### src/rtl/pipe_cs_adder.sv
// Pipelined carry-select adder/subtractor: one SEG-bit segment per stage, both
// carry cases precomputed per segment and picked by the carry registered upstream.
module pipe_cs_adder #(
  parameter int WIDTH = 64,
  parameter int SEG   = 16
) (
  input  logic             clk,
  input  logic             rst_n,
  input  logic             in_valid,
  output logic             in_ready,
  input  logic [WIDTH-1:0] a,
  input  logic [WIDTH-1:0] b,
  input  logic             cin,
  input  logic             sub,
  output logic             out_valid,
  input  logic             out_ready,
  output logic [WIDTH-1:0] s,
  output logic             cout,
  output logic             ovf
);

  localparam int NSEG = WIDTH / SEG;
  localparam logic [SEG:0] ONE = (SEG + 1)'(1);

  logic             advance;

  logic             v_q   [NSEG];
  logic             c_q   [NSEG];
  logic [WIDTH-1:0] a_q   [NSEG];
  logic [WIDTH-1:0] b_q   [NSEG];
  logic [WIDTH-1:0] sum_q [NSEG];
  logic             ovf_q;

  logic             v_in   [NSEG];
  logic             c_in   [NSEG];
  logic [WIDTH-1:0] a_in   [NSEG];
  logic [WIDTH-1:0] b_in   [NSEG];
  logic [WIDTH-1:0] sum_in [NSEG];

  logic [SEG:0]     seg0   [NSEG];
  logic [SEG:0]     seg1   [NSEG];
  logic             c_nx   [NSEG];
  logic [WIDTH-1:0] sum_nx [NSEG];
  logic             ovf_nx;

  // Subtraction is folded into stage 0 as A + ~B + ~cin.
  always_comb begin
    v_in[0]   = in_valid;
    a_in[0]   = a;
    b_in[0]   = sub ? ~b : b;
    c_in[0]   = cin ^ sub;
    sum_in[0] = '0;
    for (int k = 1; k < NSEG; k++) begin
      v_in[k]   = v_q[k-1];
      a_in[k]   = a_q[k-1];
      b_in[k]   = b_q[k-1];
      c_in[k]   = c_q[k-1];
      sum_in[k] = sum_q[k-1];
    end
  end

  always_comb begin
    for (int k = 0; k < NSEG; k++) begin
      seg0[k] = {1'b0, a_in[k][k*SEG +: SEG]} + {1'b0, b_in[k][k*SEG +: SEG]};
      seg1[k] = {1'b0, a_in[k][k*SEG +: SEG]} + {1'b0, b_in[k][k*SEG +: SEG]} + ONE;
      sum_nx[k] = sum_in[k];
      sum_nx[k][k*SEG +: SEG] = c_in[k] ? seg1[k][SEG-1:0] : seg0[k][SEG-1:0];
      c_nx[k] = c_in[k] ? seg1[k][SEG] : seg0[k][SEG];
    end
    // Same-sign operands producing an opposite-sign result is a signed overflow.
    ovf_nx = (a_in[NSEG-1][WIDTH-1] == b_in[NSEG-1][WIDTH-1]) &&
             (sum_nx[NSEG-1][WIDTH-1] != a_in[NSEG-1][WIDTH-1]);
  end

  // The whole pipe moves as one; a stalled output freezes every stage.
  always_ff @(posedge clk) begin
    if (!rst_n) begin
      for (int k = 0; k < NSEG; k++) begin
        v_q[k]   <= 1'b0;
        c_q[k]   <= 1'b0;
        a_q[k]   <= '0;
        b_q[k]   <= '0;
        sum_q[k] <= '0;
      end
      ovf_q <= 1'b0;
    end else if (advance) begin
      for (int k = 0; k < NSEG; k++) begin
        v_q[k]   <= v_in[k];
        c_q[k]   <= c_nx[k];
        a_q[k]   <= a_in[k];
        b_q[k]   <= b_in[k];
        sum_q[k] <= sum_nx[k];
      end
      ovf_q <= ovf_nx;
    end
  end

  assign advance   = !out_valid || out_ready;
  assign in_ready  = advance;
  assign out_valid = v_q[NSEG-1];
  assign s         = sum_q[NSEG-1];
  assign cout      = c_q[NSEG-1];
  assign ovf       = ovf_q;

endmodule

### config.mk
export PLATFORM = sky130hd
export DESIGN_NAME = pipe_cs_adder
export DESIGN_NICKNAME = d
export VERILOG_FILES = /design/src/rtl/pipe_cs_adder.sv
export SDC_FILE = /design/constraint.sdc
export NUM_CORES = 1
export LEC_CHECK = 0
export ABC_AREA = 1
export BUFFER_PORTS_ARGS = -buffer_cell sky130_fd_sc_hd__buf_4
export CORE_MARGIN = 2
export CORE_UTILIZATION = 35
export CTS_CLUSTER_SIZE = 30
export DETAILED_ROUTE_END_ITERATION = 8
export HOLD_SLACK_MARGIN = 0.1
export SLEW_MARGIN = 20
export SYNTH_ARGS = -nofsm -noshare
export SYNTH_HDL_FRONTEND = slang
export SYNTH_SLANG_ARGS = --single-unit
### constraint.sdc
create_clock -name clk -period 10 [get_ports clk]
set_input_delay 2 -clock clk [delete_from_list [all_inputs] [get_ports clk]]
set_output_delay 2 -clock clk [all_outputs]
set_load 0.05 [all_outputs]
# --- Word level (Yosys, flattened, before mapping) ---
# Memory sizes are Yosys's and may differ from the RTL's.
# Index checks and enable logic that the tools add are counted.
totals:
  n_memories: 5
  elab_cells: 74
  ff_bits: 1
  mem_bits_rw: 776
  inputBits: 134
  output_inout_bits: 68
classes:
  mux: 33
  bitwise: 22
  n_addsub: 8
  eq_ne: 2
  n_reduce_logical: 3
memory_table:
  columns: ["memory", "depth", "width", "rd", "rd_ports_with_merged_regs", "write_ports", "line_no", "rtl"]
  rows:
  - ["a_q", 4, 64, 3, 0, 4, "29", "logic [WIDTH-1:0] a_q [NSEG];"]
  - ["b_q", 4, 64, 3, 0, 4, "30", "logic [WIDTH-1:0] b_q [NSEG];"]
  - ["sum_q", 4, 64, 4, 0, 4, "31", "logic [WIDTH-1:0] sum_q [NSEG];"]
  - ["c_q", 4, 1, 4, 0, 4, "28", "logic c_q [NSEG];"]
  - ["v_q", 4, 1, 4, 0, 4, "27", "logic v_q [NSEG];"]
op_table:
  columns: ["cell", "count"]
  rows:
  - ["64-bit 2-to-1 mux", 13]
  - ["16-bit by 16-bit adder with 17-bit output", 4]
  - ["17-bit by 1-bit adder with 17-bit output (second input constant)", 4]
  - ["16-bit 2-to-1 mux", 4]
  - ["64-bit NOT", 1]
  - ["1-bit bitwise OR", 20]
  - ["1-bit 2-to-1 mux", 16]
  - ["1-bit == test", 1]
  - ["1-bit logical AND", 1]
  - ["1-bit zero test", 1]
  - ["1-bit logical OR", 1]
  - ["1-bit inequality test", 1]
  - ["1-bit XOR", 1]

# --- Depth between registers and ports, before layout ---
# An unclocked memory read counts as a cell.
depth:
  word_depth: 7
  ltp_mapped: 22
  depth_no_buf: 20

# --- Worst setup path after synthesis ---
# OpenSTA, ideal clock, no wires.
synth_timing:
  kind: "input port to flip-flop"
  startpoint: "input port out_ready"
  endpoint: "memory a_q[1][36] (netlist: a_q[0][100]) (enable)"
  path_slack_ps: -123
  cell_stages: 4
  path_buffers: 0
  required_time_ps: 9297
  arrival_time_ps: 9420
  setup_time_ps: 703
  cell_sequence: "inv_1 nand2_1 nor2_1 inv_1"
synth_rtl:
  columns: ["element", "line_no", "rtl"]
  rows:
  - ["start, declared", "16", "input logic out_ready,"]
  - ["end, declared", "29", null]

==> key figures <==
Final layout
  – Layout cells sized above 1: 0.147
  – Share of the core filled with cells: 0.422
  – Design Area, Final: between 20,000 and 25,000 µm²
  – Final net count: between 2k and 2.5k
  – Area delta synth->final: 19.4%

Worst setup path
  – Setup crit end kind: flop
  – CP Class: input port to flop
  – Worst r2r dst: b_q[0][104]
  – CP Capture Point: sum_q[0][14]
  – Path depth of the worst reg2reg path: 6
  – Worst EP arrival: 5.03 ns
  – R2R Setup Slk: roughly 6.7 ns
  – Worst r2r src: v_q[3]
  – Worst Path Max Fanout: a little under 60
  – Crit start category: input port
  – CP startpoint: sub
  – CP required: 10.31 ns

STA
  – Hold Vio Cnt, Final: 0
  – Max Freq: around 210 MHz
  – Final setup viols: 0
  – Fin crit share: 0.472
  – Max_slew headroom: 0.314
  – Fin crit period: 4.72 ns
  – Final Max Tran Viols: 0
  – RSZ-0062 raised after global routing: false
  – Final Skew: roughly 0.018 ns
  – Setup_tns: 0 ns
  – Worst Tran Pin Value: ~1 ns
  – Final setup margin: roughly 5.3 ns

Synthesis
  – Syn nets: ~2.3k
  – Dominant synthesized flop cell: edfxtp_1
  – Library cells used by synthesis: 50
  – Ys Warns: 0
  – Post-synthesis sequential area ratio: 0.566
  – Number of flops mapped to enable cells by yosys: 354
  – Avg Inst Size Synth: approximately 9.3 µm²
  – Ys async rst share: 0
  – Synthesized instance count: just over 2k
  – Mapped cell area: approximately 19,000 µm²
  – #FFs+latches synth: between 300 and 400

Place
  – GPL Wtd Cong: between 0.8 and 0.9
  – Place WS: between 4 and 5 ns
  – IO Port Bufs: ~200
  – Post-DP HPWL: 27,700 µm
  – DP Area: roughly 21,000 µm²

Detailed routing
  – Total wire length: approximately 39,000 µm
  – 1st-iter DRT viols: ~630
  – Drt wl/cell: about 13 µm
  – Total iterations of the first detailed-routing run: 7
  – Post-route ant nets: 0
  – Via count: about 13k
  – Drt drc: 0
  – Post-DR vias/cell: approximately 4.5

Global routing
  – Vias in the first global route: between 10k and 15k
  – Tot GR Track Use: 0.139
  – Largest net degree at the start of global routing: 147
  – Antenna violations before repair: 0
  – First-pass GRT wire length: 63,700 µm
  – Grt total ovfl: 0

CTS
  – Clock Tree Buf Depth: 3
  – Cts hold-fix bufs: 0
  – Clock Tree Root: clkbuf_16
  – CTS H-tree lvls: 2
  – PostCTS Resize Cnt: 0
  – CTS sink cnt: ~360
  – Clock transition at path regs: 0.06 ns
  – Worst-skew pair later-pin latency: ~0.55 ns
  – Clock buffer count from CTS: between 40 and 50
  – Setup bufs post-CTS: 0
  – CTS tree: done

Floorplan
  – IO Pins: 202
  – Die width: 237 µm
  – FP Rows: 85
  – Core area: roughly 54,000 µm²
  – Initial Utilization: 0.353
  – Die span in y: around 240 µm
  – Die ar.: about 56,000 µm²

Flow run
  – Max-cap violations: 0

Power
  – Leak: ~0.010 µW
  – PwrDens: around 170 nW/µm²
  – VDD IR max: about 100 µV

Outcome
  – Outcome: complete, no violations

Min path
  – Hold Crit Class: flop to flop
## stage by stage
step	hold slack, ns	instances	total power (µW)
floorplan	0.449	2055	2250
global placement	0.458	2916	2410
detailed placement	0.458	2916	2420
CTS	0.469	2989	3970
global route	0.479	2989	4110
finish	0.462	2990	3910
## worst min path at each step
stage / from / cells past startpoint / slack, ns / endpoint
detailed placement: ovf / 2 / 0.46 / ovf
floorplan: v_q[1] / 2 / 0.45 / v_q[1]
global placement: ovf / 2 / 0.46 / ovf
global route: ovf / 2 / 0.48 / ovf
finish: ovf / 2 / 0.46 / ovf
CTS: ovf / 2 / 0.47 / ovf
## cell usage after synthesis, types with 5 or more instances
cell	instances	share of area
inv_1	386	0.076
inv_2	10	0.0020
nor2_2	11	0.0036
clkbuf_1	35	0.0069
edfxtp_1	354	0.56
a21oi_1	84	0.022
o21bai_1	5	0.0020
nand3_1	97	0.026
nand3b_1	7	0.0028
nand2_1	314	0.062
nand4_1	27	0.0089
a21oi_2	5	0.0023
ha_1	70	0.046
buf_1	8	0.0016
o21a_1	7	0.0028
nand2_2	13	0.0043
xor2_1	26	0.012
a21o_1	7	0.0028
nor2_1	413	0.081
dfxtp_1	7	0.0074
nor3_1	15	0.0039
o21ai_0	45	0.012
xnor2_1	52	0.024
nor3_2	5	0.0026
## worst max-delay path: stages
cell	delay [ns]
buf_4	0.16
buf_4	0.78
xor2_1	0.16
ha_1	0.43
nand2_1	0.12
nor2_1	0.22
nand3_1	0.14
nand3_1	0.10
nand2_1	0.05
nand2_1	0.14
inv_1	0.11
nor2_2	0.13
nand2_1	0.09
o21ai_2	0.14
o21ai_1	0.08
nand2_1	0.10
inv_1	0.04
## registers in the layout, summed over array words and instances, names as in the netlist
register,cells
ovf,1
c_q,4
v_q,4
b_q,96
sum_q,160
a_q,96
## area by class of cell
type / count / area [µm²]
timing repair buffer: 212 / 1610
antenna: 1 / 2.50
clock buffer: 51 / 1110
clock inverter: 22 / 268
fill: 5302 / 31100
multi-input combinational: 1249 / 6580
tap: 696 / 871
sequential: 361 / 10800
inverter: 398 / 1500
## placed cells by master, fill, tap and decap left out, drive strengths merged, types with 2 or more instances in the layout
cell type  instances
and3               2
fa                 4
a21oi             89
o311ai             2
xnor2             52
o22ai              2
nor2             428
a21o               7
inv              395
buf              212
bufinv             6
dfxtp              7
nand4             27
ha                70
xor2              30
clkbuf            51
nand3b             7
o21ai             50
and2               3
o21bai             5
nand2            329
clkinv            16
nor3              20
a211oi             2
a31oi              3
o21a               7
nand3            101
edfxtp           354
clkinvlp           3
## routing by layer
metal	wire length, µm	GRT usage	vias up	part of all wire
met4	913	0.0425	0	0.024
met1	17100	0.172	6168	0.44
met2	19000	0.245	229	0.49
li1	-	-	7006	-
met3	1500	0.0255	51	0.039
met5	0	0	-	0
## power breakdown
part	switching [µW]	internal [µW]
Combinational	364	201
Sequential	35.1	1780
Clock	585	939
Total	984	2920
## cell families (layout without fill, tap and decap cells)
| family | Yosys count | count (layout) | share of synthesized area |
|---|---|---|---|
| AOI/OAI and AO/OA | 172 | 172 | 0.0508 |
| xor gates and xnor gates | 82 | 82 | 0.0393 |
| adders and majority gates | 74 | 74 | 0.0503 |
| buffers and inverters | 445 | 683 | 0.0881 |
| DFF | 361 | 361 | 0.566 |
| muxes | 1 | 1 | 0.000526 |
| other | 0 | 1 | 0 |
| and+or+nand+nor | 920 | 920 | 0.205 |
Power figures use the tool's default switching activity.
